### src/rtl/shift_seq_ctr.sv
// Parametrised ring/Johnson shift counter with clock enable, synchronous load,
// step index, period-wrap pulse and illegal-state detection/self-correction.
module shift_seq_ctr #(
  parameter int               WIDTH    = 8,
  parameter logic [WIDTH-1:0] RST_VAL  = {{(WIDTH-1){1'b0}}, 1'b1},
  parameter bit               AUTOCORR = 1'b1,
  localparam int              SW       = $clog2(2*WIDTH)
) (
  input  logic             clk_i,
  input  logic             rst_i,
  input  logic             en_i,
  input  logic             load_i,
  input  logic [WIDTH-1:0] init_i,
  input  logic [1:0]       mode_i,
  output logic [WIDTH-1:0] count_o,
  output logic [SW-1:0]    step_o,
  output logic             wrap_o,
  output logic             err_o
);

  logic [WIDTH-1:0] count_q, count_d;
  logic [SW-1:0]    step_q, step_d;
  logic             wrap_q, wrap_d;
  logic [1:0]       mode_q, mode_d;

  logic [WIDTH-1:0] shifted;
  logic [WIDTH-1:0] canon;
  logic [WIDTH-2:0] trans;
  logic             ring_ok;
  logic             john_ok;
  logic [SW-1:0]    step_last;

  always_comb begin
    case (mode_i)
      2'b00:   shifted = {count_q[0], count_q[WIDTH-1:1]};
      2'b01:   shifted = {count_q[WIDTH-2:0], count_q[WIDTH-1]};
      2'b10:   shifted = {~count_q[0], count_q[WIDTH-1:1]};
      default: shifted = {count_q[WIDTH-2:0], ~count_q[WIDTH-1]};
    endcase
  end

  // Johnson states have at most one boundary between adjacent differing bits.
  assign trans   = count_q[WIDTH-1:1] ^ count_q[WIDTH-2:0];
  assign john_ok = (trans & (trans - (WIDTH-1)'(1))) == '0;
  assign ring_ok = (count_q != '0) && ((count_q & (count_q - WIDTH'(1))) == '0);
  assign err_o   = mode_i[1] ? ~john_ok : ~ring_ok;

  assign canon     = mode_i[1] ? '0 : WIDTH'(1);
  assign step_last = mode_i[1] ? SW'(2*WIDTH-1) : SW'(WIDTH-1);

  always_comb begin
    count_d = count_q;
    step_d  = step_q;
    wrap_d  = 1'b0;
    mode_d  = mode_i;
    if (load_i) begin
      count_d = init_i;
      step_d  = '0;
    end else if (en_i) begin
      if (AUTOCORR && err_o) begin
        count_d = canon;
        step_d  = '0;
      end else if (mode_i != mode_q) begin
        count_d = shifted;
        step_d  = '0;
      end else begin
        count_d = shifted;
        if (step_q == step_last) begin
          step_d = '0;
          wrap_d = 1'b1;
        end else begin
          step_d = step_q + SW'(1);
        end
      end
    end
  end

  always_ff @(posedge clk_i) begin
    if (rst_i) begin
      count_q <= RST_VAL;
      step_q  <= '0;
      wrap_q  <= 1'b0;
      mode_q  <= 2'b00;
    end else begin
      count_q <= count_d;
      step_q  <= step_d;
      wrap_q  <= wrap_d;
      mode_q  <= mode_d;
    end
  end

  assign count_o = count_q;
  assign step_o  = step_q;
  assign wrap_o  = wrap_q;

endmodule

### config.mk
export PLATFORM = sky130hd
export DESIGN_NAME = shift_seq_ctr
export DESIGN_NICKNAME = d
export VERILOG_FILES = /design/src/rtl/shift_seq_ctr.sv
export SDC_FILE = /design/constraint.sdc
export NUM_CORES = 1
export LEC_CHECK = 0
export ABC_AREA = 1
export BUFFER_PORTS_ARGS = -buffer_cell sky130_fd_sc_hd__buf_2
export CAP_MARGIN = 5
export CELL_PAD_IN_SITES_DETAIL_PLACEMENT = 2
export CELL_PAD_IN_SITES_GLOBAL_PLACEMENT = 2
export CORE_UTILIZATION = 30
export CTS_BUF_LIST = sky130_fd_sc_hd__clkbuf_16
export CTS_CLUSTER_DIAMETER = 50
export CTS_CLUSTER_SIZE = 8
export DETAILED_ROUTE_END_ITERATION = 12
export PLACE_DENSITY_LB_ADDON = 0.1
export SLEW_MARGIN = 0
export SYNTH_ARGS = -nofsm -noshare
export SYNTH_HDL_FRONTEND = slang
export SYNTH_SLANG_ARGS = --single-unit
### constraint.sdc
create_clock -name clk_i -period 3.1 [get_ports clk_i]
set_input_delay 0.155 -clock clk_i [delete_from_list [all_inputs] [get_ports clk_i]]
set_output_delay 0.155 -clock clk_i [all_outputs]
set_load 0.05 [all_outputs]
Word level (Yosys, flattened, before mapping)

Cells that the tools add are included.

Flip-flop bits (word level): 15
Input port bits: 14
Output and inout bits: 14
Logic and storage cells: 38

Add/subtract/negate cells: 3
Equal/unequal tests: 4
Multiplexer cells: 11
Bitwise operators: 8
Reduce and logical (&&, ||, !) cells: 8

Operators by type and width:

| operator                                          | count |
|---|---|
| 2-to-1 mux 8 bit                                  | 3 |
| one-hot mux 8 bit (3 select lines)                | 1 |
| 2-to-1 mux 4 bit                                  | 4 |
| bitwise AND 8 bit                                 | 1 |
| logical NOT 8 bit                                 | 1 |
| nonzero test 8 bit                                | 1 |
| subtractor 8 x 1 -> 8 bit (second input constant) | 1 |
| bitwise AND 7 bit                                 | 1 |
| logical NOT 7 bit                                 | 1 |
| subtractor 7 x 1 -> 7 bit (second input constant) | 1 |
| XOR 7 bit                                         | 1 |
| NOT 1 bit                                         | 5 |
| OR reduction 5 bit                                | 1 |
| adder 4 x 1 -> 4 bit (second input constant)      | 1 |
| == test 4 bit                                     | 1 |
| 2-to-1 mux 1 bit                                  | 3 |
| == test 2 x 1 -> 1 bit (second input constant)    | 1 |
| == test 2 bit (second input constant)             | 1 |
| logical NOT 2 bit                                 | 1 |
| inequality test 2 bit                             | 1 |
| nonzero test 2 bit                                | 1 |
| OR reduction 2 bit                                | 1 |
| logical AND 1 bit                                 | 1 |

Depth between registers and ports, before layout

Gate-level depths: netlist of the first run.

Word-level depth: 9
Depth in mapped cells: 13
Depth with buffers taken out: 13

Worst setup path before layout of the first run

OpenSTA, ideal clock, no wires.

Path kind: register to register
Start point: reg count_q[2] (netlist: count_o[2])
End point: reg wrap_q (netlist: wrap_o)
Library setup time: 80 ps
Arrival: 2,115 ps
Data required time: 3,020 ps
Slack: 905 ps
Cell stages (with the launch flop): 10
Path buffers: 0
Period minus slack after synthesis: 2,195 ps
Path through: dfxtp_1 inv_1 ha_1 nor2_2 nor2_1 a21oi_1 nand3_2 nand2_2 inv_1 nor3_1

Longest elaborated chain between the ends: 7
Elaborated cells on any way between the ends: 13
Classes of those cells: add/sub (2); mux (1); bitwise (5); reduce/logical (5)

RTL lines:

| item                                                           | line   | source |
|---|---|---|
| start: declaration                                             | 21     | `logic [WIDTH-1:0] count_q, count_d;` |
| start signal: assignment                                       | 85     | `count_q <= count_d;` |
| XOR 7 bit or subtractor 8 x 1 -> 8 bit (tied branches)         | 43, 45 |  |
| subtractor 7 x 1 -> 7 bit or bitwise AND 8 bit (tied branches) | 44, 45 |  |
| bitwise AND 7 bit or logical NOT 8 bit (tied branches)         | 44, 45 |  |
| logical NOT 7 bit or logical AND 1 bit (tied branches)         | 44, 45 |  |
| NOT 1 bit                                                      | 46     | `assign err_o = mode_i[1] ? ~john_ok : ~ring_ok;` |
| 2-to-1 mux 1 bit (*)                                           | 46     |  |
| named net err_o                                                | 18     | `output logic err_o` |
| OR reduction 5 bit (no source line) (*)                        | -      |  |
| end signal: assignment                                         | 87     | `wrap_q <= wrap_d;` |
| end: declaration                                               | 23     | `logic wrap_q, wrap_d;` |

Mark *: on every way through the listed nets, which the timed path passes. The rest lies on a longest branch.
A chain may end at the register's enable or synchronous reset.

Worst setup path in the final report of the first run

Start point: reg count_q[1] (netlist: count_o[1])
End point: out err_o

Longest elaborated chain between the ends: 6
Elaborated cells on any way between the ends: 12
Classes of those cells: add/sub (2); mux (1); bitwise (5); reduce/logical (4)

RTL lines:

| item                                                           | line |
|---|---|
| XOR 7 bit or subtractor 8 x 1 -> 8 bit (tied branches)         | 43, 45 |
| subtractor 7 x 1 -> 7 bit or bitwise AND 8 bit (tied branches) | 44, 45 |
| bitwise AND 7 bit or logical NOT 8 bit (tied branches)         | 44, 45 |
| logical NOT 7 bit or logical AND 1 bit (tied branches)         | 44, 45 |
| NOT 1 bit                                                      | 46 |
| 2-to-1 mux 1 bit (*)                                           | 46 |
| end: declaration                                               | 18 |

Mark *: on every way between the ends. The rest lies on a longest branch, timed or not.

==> results of run 1 <==
==> layer usage <==
metal / track usage (%) / share of wire [%] / up-vias
li1: - / - / 671
met1: 25.6 / 44 / 619
met2: 39.3 / 51 / 24
met3: 4.66 / 3.3 / 6
met4: 3.99 / 0.83 / 0
met5: 0 / 0 / -
==> metrics by stage <==
step | hold slack (ps) | cells
global route | 195 | 263
floorplan | 303 | 189
CTS | 178 | 263
detailed placement | 428 | 259
finish | 184 | 263
global placement | 408 | 259
==> synthesized netlist by cell type, drive strengths merged <==
master	count
a211oi	1
a21oi	22
a221oi	1
a22oi	7
buf	2
clkbuf	3
dfxtp	15
ha	12
inv	29
nand2	40
nand3	19
nand3b	1
nor2	18
nor3	1
o21ai	13
xnor2	1
xor2	4
==> state kept, by name (all words and copies together), names as in the netlist <==
name     flops
count_o      8
wrap_o       1
step_o       4
mode_q       2
==> logic make-up after synthesis <==
| kind of cell | share of synthesized area, % |
|---|---|
| compound gates | 20.2 |
| xor+xnor | 3.55 |
| fa+ha+maj | 12.2 |
| buf+inv | 11.6 |
| flops | 24.3 |
| simple gates | 28.2 |
==> critical path: cells and delay by family (launching register included) <==
family	cells	cell delay (ps)
DFF	1	470
buffers and inverters	3	410
and+or+nand+nor	4	590
adders and majority gates	1	340
AOI/OAI and AO/OA	1	170
==> worst paths after layout <==
| path | endpoint |
|---|---|
| max | err_o |
| min | count_o[0] |
| max reg2reg | count_o[1] |
| min reg2reg | step_o[1] |
==> where the power goes <==
group	switching, mW	total, mW	internal [mW]
combinational	0.173	0.249	0.0762
sequential	0.0136	0.216	0.203
clock	0.0764	0.247	0.171
total	0.263	0.712	0.450
==> area by class of cell <==
class / instances / area, sq um
Fill cell: 503 / 2320
Multi-Input combinational cell: 140 / 791
Sequential cell: 15 / 300
Timing Repair Buffer: 27 / 135
Inverter: 29 / 109
Clock buffer: 3 / 75.1
Tap cell: 48 / 60.1
Clock inverter: 1 / 3.75
==> impl_metrics.ini, run 1 <==
[min_path]
hold_path.class = in -> reg
hold_start = init_i[0]
hold_depth = 3

[die]
ioPinCount = 28
die_w_um = 66.1
design.core.area_sq_um = 3800
rows = 22
die_height_um = 66.1
start_util_pct = 32.5
design.die.area_sq_um = 4370

[clock_network]
htreeDepth = 1
cts_setup_buffers = 0
path_clk_slew_ps = 50
cts_tree = yes
cts_buffers = 3
ctsHoldBuffers = 0
clock_latency_ps = 240
cts_resized = 0
cts_buffer_depth = 2
cts_sinks = 15
clockRootBuffer = clkbuf_16

[timing]
period_share_pct = 77.2
clock.fmax_ghz = 0.418
skew_ps = 1.14
setup-violations-final = 0
slew_viol_final = 0
hold_viol = 0
rsz0062_at_grt = no
max_slew_margin_pct = 70.7
min_period_ps = 2390
setup-tns-final_ps = 0
worstMarginPinSlew_ps = 439
setup_ws_ps = 706

[worst_setup_path]
cp_slowest_stage_delay_ps = 470
path_common_cell = inv_1
ff2ff_setup_slack_ps = 1060
end_kind = output port
crit_slowest_cell = dfxtp_1
crit_type = reg -> out
critPathMaxFanout = 13
crit_start = count_o[1]
r2r_cells = 9
crit_arrival_ps = 2240
r2r_start = count_o[1]
start_kind = flop
cp.required_ps = 2940
path_cells = inv_1 > ha_1 > nor2_2 > nor2_1 > a21oi_1 > nand3_2 > nand2_2 > inv_1 > buf_2

[route]
drt_wl_total_mm = 4.31
drtIter0Drc = 24
ant_nets = 0
drc = 0
via_count = 1320
viasPerCell = 5.02
wl_per_cell_um = 16.4
drt_first_pass_iters = 3

[synth]
synth_warnings = 0
synth_cell_type_count = 22
seq_area_frac_synth_pct = 24.3
synth_top_area_cell = dfxtp_1
avgSynthCellArea_sq_um = 6.53
syn_nets = 215
ys_ff_latch = 15
syn_area_sq_um = 1230
synth_top_area_share_pct = 24.3
synthCells = 189
synth.top_cells.by_area = dfxtp_1, ha_1, nand2_1

[pwr]
irDropWorstVdd_mv = 0.190
powerDensity_nw_per_um2 = 483
power_mw = 0.712
power_leakage_nw = 0.733

[finish]
areaGrowthSynthToFinish_pct = 19.5
drive_gt1_share_pct = 18.1
finalNetCount = 242
final_cell_area_sq_um = 1470
diodes = 0
layout.cells.most_common = nand2_1
layout_common_cells = nand2_1, inv_1, buf_2
final_util_pct = 38.8

[grt]
grt_pass1_wl_mm = 7.00
track_usage_pct = 21.5
grt_pass1_vias = 1429
grt_max_degree = 19
antenna_found_initial = 0
grt_overflow = 0

[run]
maxCapViolations = 0

[place]
pre_cts_ws_ps = 934
dp_hpwl_mm = 3.47
io_buffers = 27
dpl_cell_area_sq_um = 1400
gp_congestion = 0.821

[outcome]
status = completed
Note: power is estimated with default switching activity, not from simulation.
==> run 2: changes to the inputs <==
- CORE_UTILIZATION: 30 -> 28
- clock period: 3.1 -> 2.3 ns (I/O delays scaled with it)
==> run 2 against run 1 <==
Combinational power is 53% higher; sequential share of layout area is 0.98 points lower; die area is 6.9% higher; total power is 42% higher; first-iteration DRC count is 8.3% higher; flip-flop and latch count stayed put; largest cell class unchanged; largest power group unchanged; highest routed layer unchanged.
==> impl_metrics.ini, run 2 (same netlist as run 1, synthesis figures left out) <==
[outcome]
status = completed

[finish]
areaGrowthSynthToFinish_pct = 26.6
diodes = 0
layout.cells.most_common = nand2_1
layout_common_cells = nand2_1, inv_1, buf_2
largest_reg_flops = 8
finalNetCount = 249
drive_gt1_share_pct = 22.5

[worst_setup_path]
path_cells = inv_1 > ha_1 > nor2_2 > nor2_1 > a21oi_1 > nand3_2 > nand2_4 > inv_1 > buf_2
path_buf_inv = 3
path_common_cell = inv_1
cp_slowest_stage_delay_ps = 390
cp.required_ps = 2180
critPathTopFamily = simple AND/OR/NAND/NOR gates
crit_type = reg -> out
crit_arrival_ps = 1990
start_kind = flop
end_kind = output port
crit_slowest_cell = dfxtp_1
critPathMaxFanout = 7

[route]
viasPerCell = 5.01
via_count = 1362
drt_first_pass_iters = 4
ant_nets = 0
drc = 0
drtIter0Drc = 26
wl_per_cell_um = 15.9
drt_wl_total_mm = 4.32

[run]
maxCapViolations = 0

[place]
io_buffers = 27
pre_cts_ws_ps = 217
dp_hpwl_mm = 3.37
gp_congestion = 0.756

[clock_network]
cts_tree = yes
htreeDepth = 1
clock_latency_ps = 250
clockRootBuffer = clkbuf_16
cts_buffers = 3
cts_buffer_depth = 2
cts_sinks = 15
path_clk_slew_ps = 50
ctsHoldBuffers = 0

[pwr]
powerDensity_nw_per_um2 = 649
power_leakage_nw = 0.773
irDropWorstVdd_mv = 0.284
power_mw = 1.01

[die]
die_w_um = 68.4
design.core.area_sq_um = 4120
rows = 23
die_height_um = 68.4
design.die.area_sq_um = 4680
start_util_pct = 30.0
ioPinCount = 28

[timing]
period_share_pct = 91.6
max_slew_margin_pct = 70.7
skew_ps = 2.07
rsz0062_at_grt = no
clock.fmax_ghz = 0.474
setup-violations-final = 0
min_period_ps = 2110
setup-tns-final_ps = 0
setup_ws_ps = 192
slew_viol_final = 0
hold_viol = 0
worstMarginPinSlew_ps = 439

[grt]
antenna_found_initial = 0
grt_max_degree = 19
track_usage_pct = 19.9
grt_pass1_wl_mm = 6.69
grt_pass1_vias = 1389
grt_overflow = 0

[min_path]
hold_path.class = in -> reg
run 2: cell count changes in the layout (fill, tap and decap cells not counted), sizes merged:
cell	before	now
buf	27	34
run 2: tightest hold or removal path, cell delays in order:
cell and delay (ps):
buf_2 80, a221oi_1 70, nand2_1 60
run 2: worst paths after layout:
| kind | endpoint | depth (start not counted) | startpoint | slack (ps) |
|---|---|---|---|---|
| max reg2reg | count_o[1] | 10 | count_o[2] | 340 |
| min reg2reg | step_o[1] | 2 | step_o[1] | 530 |
| min | count_o[0] | 3 | init_i[0] | 110 |
| max | err_o | 9 | count_o[2] | 190 |
run 2: layout make-up:
| type | instances | area (sq um) |
|---|---|---|
| Clock buffer | 3 | 75.1 |
| Clock inverter | 1 | 3.75 |
| Fill cell | 507 | 2550 |
| Inverter | 29 | 109 |
| Multi-Input combinational cell | 140 | 821 |
| Sequential cell | 15 | 303 |
| Tap cell | 50 | 62.6 |
| Timing Repair Buffer | 34 | 188 |
run 2: timing repair:
| item | CTS | global route |
|---|---|---|
| resized for setup | 1 | 5 |
| endpoints found under the setup margin | 1 | 1 |
| buffers inserted | 0 | 3 |
| pin swaps | 0 | 1 |
run 2: report_power, final:
group	switching, mW	internal (mW)
registers	0.0124	0.273
clock network	0.116	0.231
logic	0.248	0.132
total	0.377	0.636
run 2: layer usage:
metal,vias up,share of wire [%],GRT usage [%]
met3,4,4.3,4.50
met1,644,44,23.5
met5,-,0,0
li1,685,-,-
met4,0,0.72,3.39
met2,29,51,36.6
run 2: stage by stage:
stage / utilization (%) / hold slack, ps / instances / cell area, sq um
detailed placement: 34.7 / 359 / 265 / 1430
global placement: 34.7 / 369 / 265 / 1430
floorplan: - / 263 / 189 / 1230
finish: 37.9 / 106 / 272 / 1560
CTS: 36.7 / 106 / 269 / 1510
global route: 37.9 / 142 / 272 / 1560
==> run 3: changes to the inputs <==
- CORE_UTILIZATION: 28 -> 29
- CTS_BUF_LIST: sky130_fd_sc_hd__clkbuf_16 -> sky130_fd_sc_hd__clkbuf_4
==> run 3 against run 2 <==
Die area decreased by 3.3%; non-clock buffer count increased by 1; total power decreased by 17%; sequential share of layout area increased by 0.72 points; worst setup slack got worse by 88 ps; sequential power about the same; core utilization decreased by 0.43 points; via count decreased by 1.3%; final area decreased by 3.2%; clock power decreased by 52%; first-iteration DRC count increased by 81%; combinational power increased by 1%.
==> impl_metrics.ini, run 3 (same netlist as run 1, synthesis figures left out) <==
[outcome]
status = completed

[clock_network]
ctsHoldBuffers = 0
cts_buffers = 3
clock_latency_ps = 280
path_clk_slew_ps = 100
cts_buffer_depth = 2
cts_tree = yes
cts_sinks = 15
clockRootBuffer = clkbuf_4
htreeDepth = 1

[timing]
worstMarginPinSlew_ps = 474
clock.fmax_ghz = 0.455
fin_hold_ws_ps = 79.8
period_share_pct = 95.5
setup-tns-final_ps = 0
hold_viol = 0
skew_ps = 6.19
setup_ws_ps = 105
setup-violations-final = 0
slew_viol_final = 0
max_slew_margin_pct = 68.4
min_period_ps = 2200

[grt]
grt_pass1_wl_mm = 6.53
track_usage_pct = 19.3
grt_max_degree = 19
antenna_found_initial = 0
grt_pass1_vias = 1372
grt_overflow = 0

[place]
pre_cts_ws_ps = 204
gp_congestion = 0.862
io_buffers = 27
dp_hpwl_mm = 3.32
dp_cells = 264

[worst_setup_path]
endpoint = err_o
r2r-end = step_o[0]
start_kind = flop
path_common_cell = inv_1
r2r_start = count_o[7]
crit_start = count_o[7]
crit_type = reg -> out
crit_arrival_ps = 2080
crit_slowest_cell = dfxtp_1
end_kind = output port
ff2ff_setup_slack_ps = 350
cp_slowest_stage_delay_ps = 440
path_cells = inv_1 > ha_1 > inv_1 > nand2_1 > a21oi_1 > nand3_2 > nand2_4 > inv_1 > clkbuf_4
cp.required_ps = 2180
critPathMaxFanout = 8
r2r_cells = 10

[route]
drt_wl_total_mm = 4.13
ant_nets = 0
via_count = 1344
drtIter0Drc = 47
viasPerCell = 4.92
wl_per_cell_um = 15.1
drt_first_pass_iters = 4
drc = 0

[die]
die_height_um = 67.2
ioPinCount = 28
start_util_pct = 30.6
rows = 23
design.core.area_sq_um = 4030
design.die.area_sq_um = 4520
die_w_um = 67.2

[finish]
finalNetCount = 250
fillers = 506
areaGrowthSynthToFinish_pct = 22.5
diodes = 0
drive_gt1_share_pct = 23.8
largest_reg_flops = 8
stdcell_count = 273
layout.cells.most_common = nand2_1
layout_common_cells = nand2_1, inv_1, buf_2

[run]
maxCapViolations = 0

[pwr]
p_sw_share_pct = 41.4
irDropWorstVdd_mv = 0.249
power_leakage_nw = 0.754
powerDensity_nw_per_um2 = 554
power.internal_mw = 0.491
switchingPower_mw = 0.346
power_frac_seq_pct = 34.2
power_frac_comb_pct = 45.9
clockPowerShare_pct = 20.0

[min_path]
hold_path.class = in -> reg
==> run 3: metrics by stage <==
stage                     total power [mW]  utilization (%)  instance area (sq um)
after detailed placement             0.638             35.2                   1420
after floorplan                      0.546                -                   1230
after global placement               0.621             35.2                   1420
after global routing                 0.900             37.5                   1510
final                                0.837             37.5                   1510
after CTS                            0.812             36.1                   1460
==> run 3: how the worst min path moves through the flow <==
stage	startpoint	to	slack, ps	depth (start not counted)
after global placement	init_i[0]	count_o[0]	370	3
after global routing	init_i[0]	count_o[0]	100	3
after CTS	init_i[0]	count_o[0]	70	3
after detailed placement	init_i[0]	count_o[0]	370	3
final	init_i[0]	count_o[0]	80	3
after floorplan	init_i[0]	count_o[0]	260	2
==> run 3: area by class of cell <==
class / count / area [sq um] / area share [%]
multi-input combinational: 140 / 808 / 53.5
sequential: 15 / 304 / 20.1
tap: 50 / 62.6 / 4.14
inverter: 29 / 109 / 7.20
timing repair buffer: 35 / 198 / 13.1
clock buffer: 4 / 30.0 / 1.99
==> run 3: power groups by stage <==
stage	Clock (mW)	Combinational [mW]	Sequential, mW
after floorplan	0	0.219	0.327
after global placement	0	0.330	0.290
after detailed placement	0	0.347	0.292
after CTS	0.174	0.352	0.286
after global routing	0.182	0.430	0.288
final	0.167	0.384	0.286
==> run 3: worst max-delay path: cells and delay by family, from the launching register on <==
kind	cells	cell delay (ps)
flops	1	440
buf+inv	4	510
simple gates	3	310
fa+ha+maj	1	330
compound gates	1	190
==> run 3: per-layer routing <==
layer  global-route usage, %  wire length, um
met1                    24.4             1880
met2                    34.8             2110
met3                    3.72              140
met4                    1.60                8
met5                       0                0
==> run 3: repair_timing <==
action | in CTS | in global routing
pin swaps | 0 | 1
setup buffers | 0 | 5
resized for setup | 3 | 5
endpoints found under the setup margin | 1 | 1
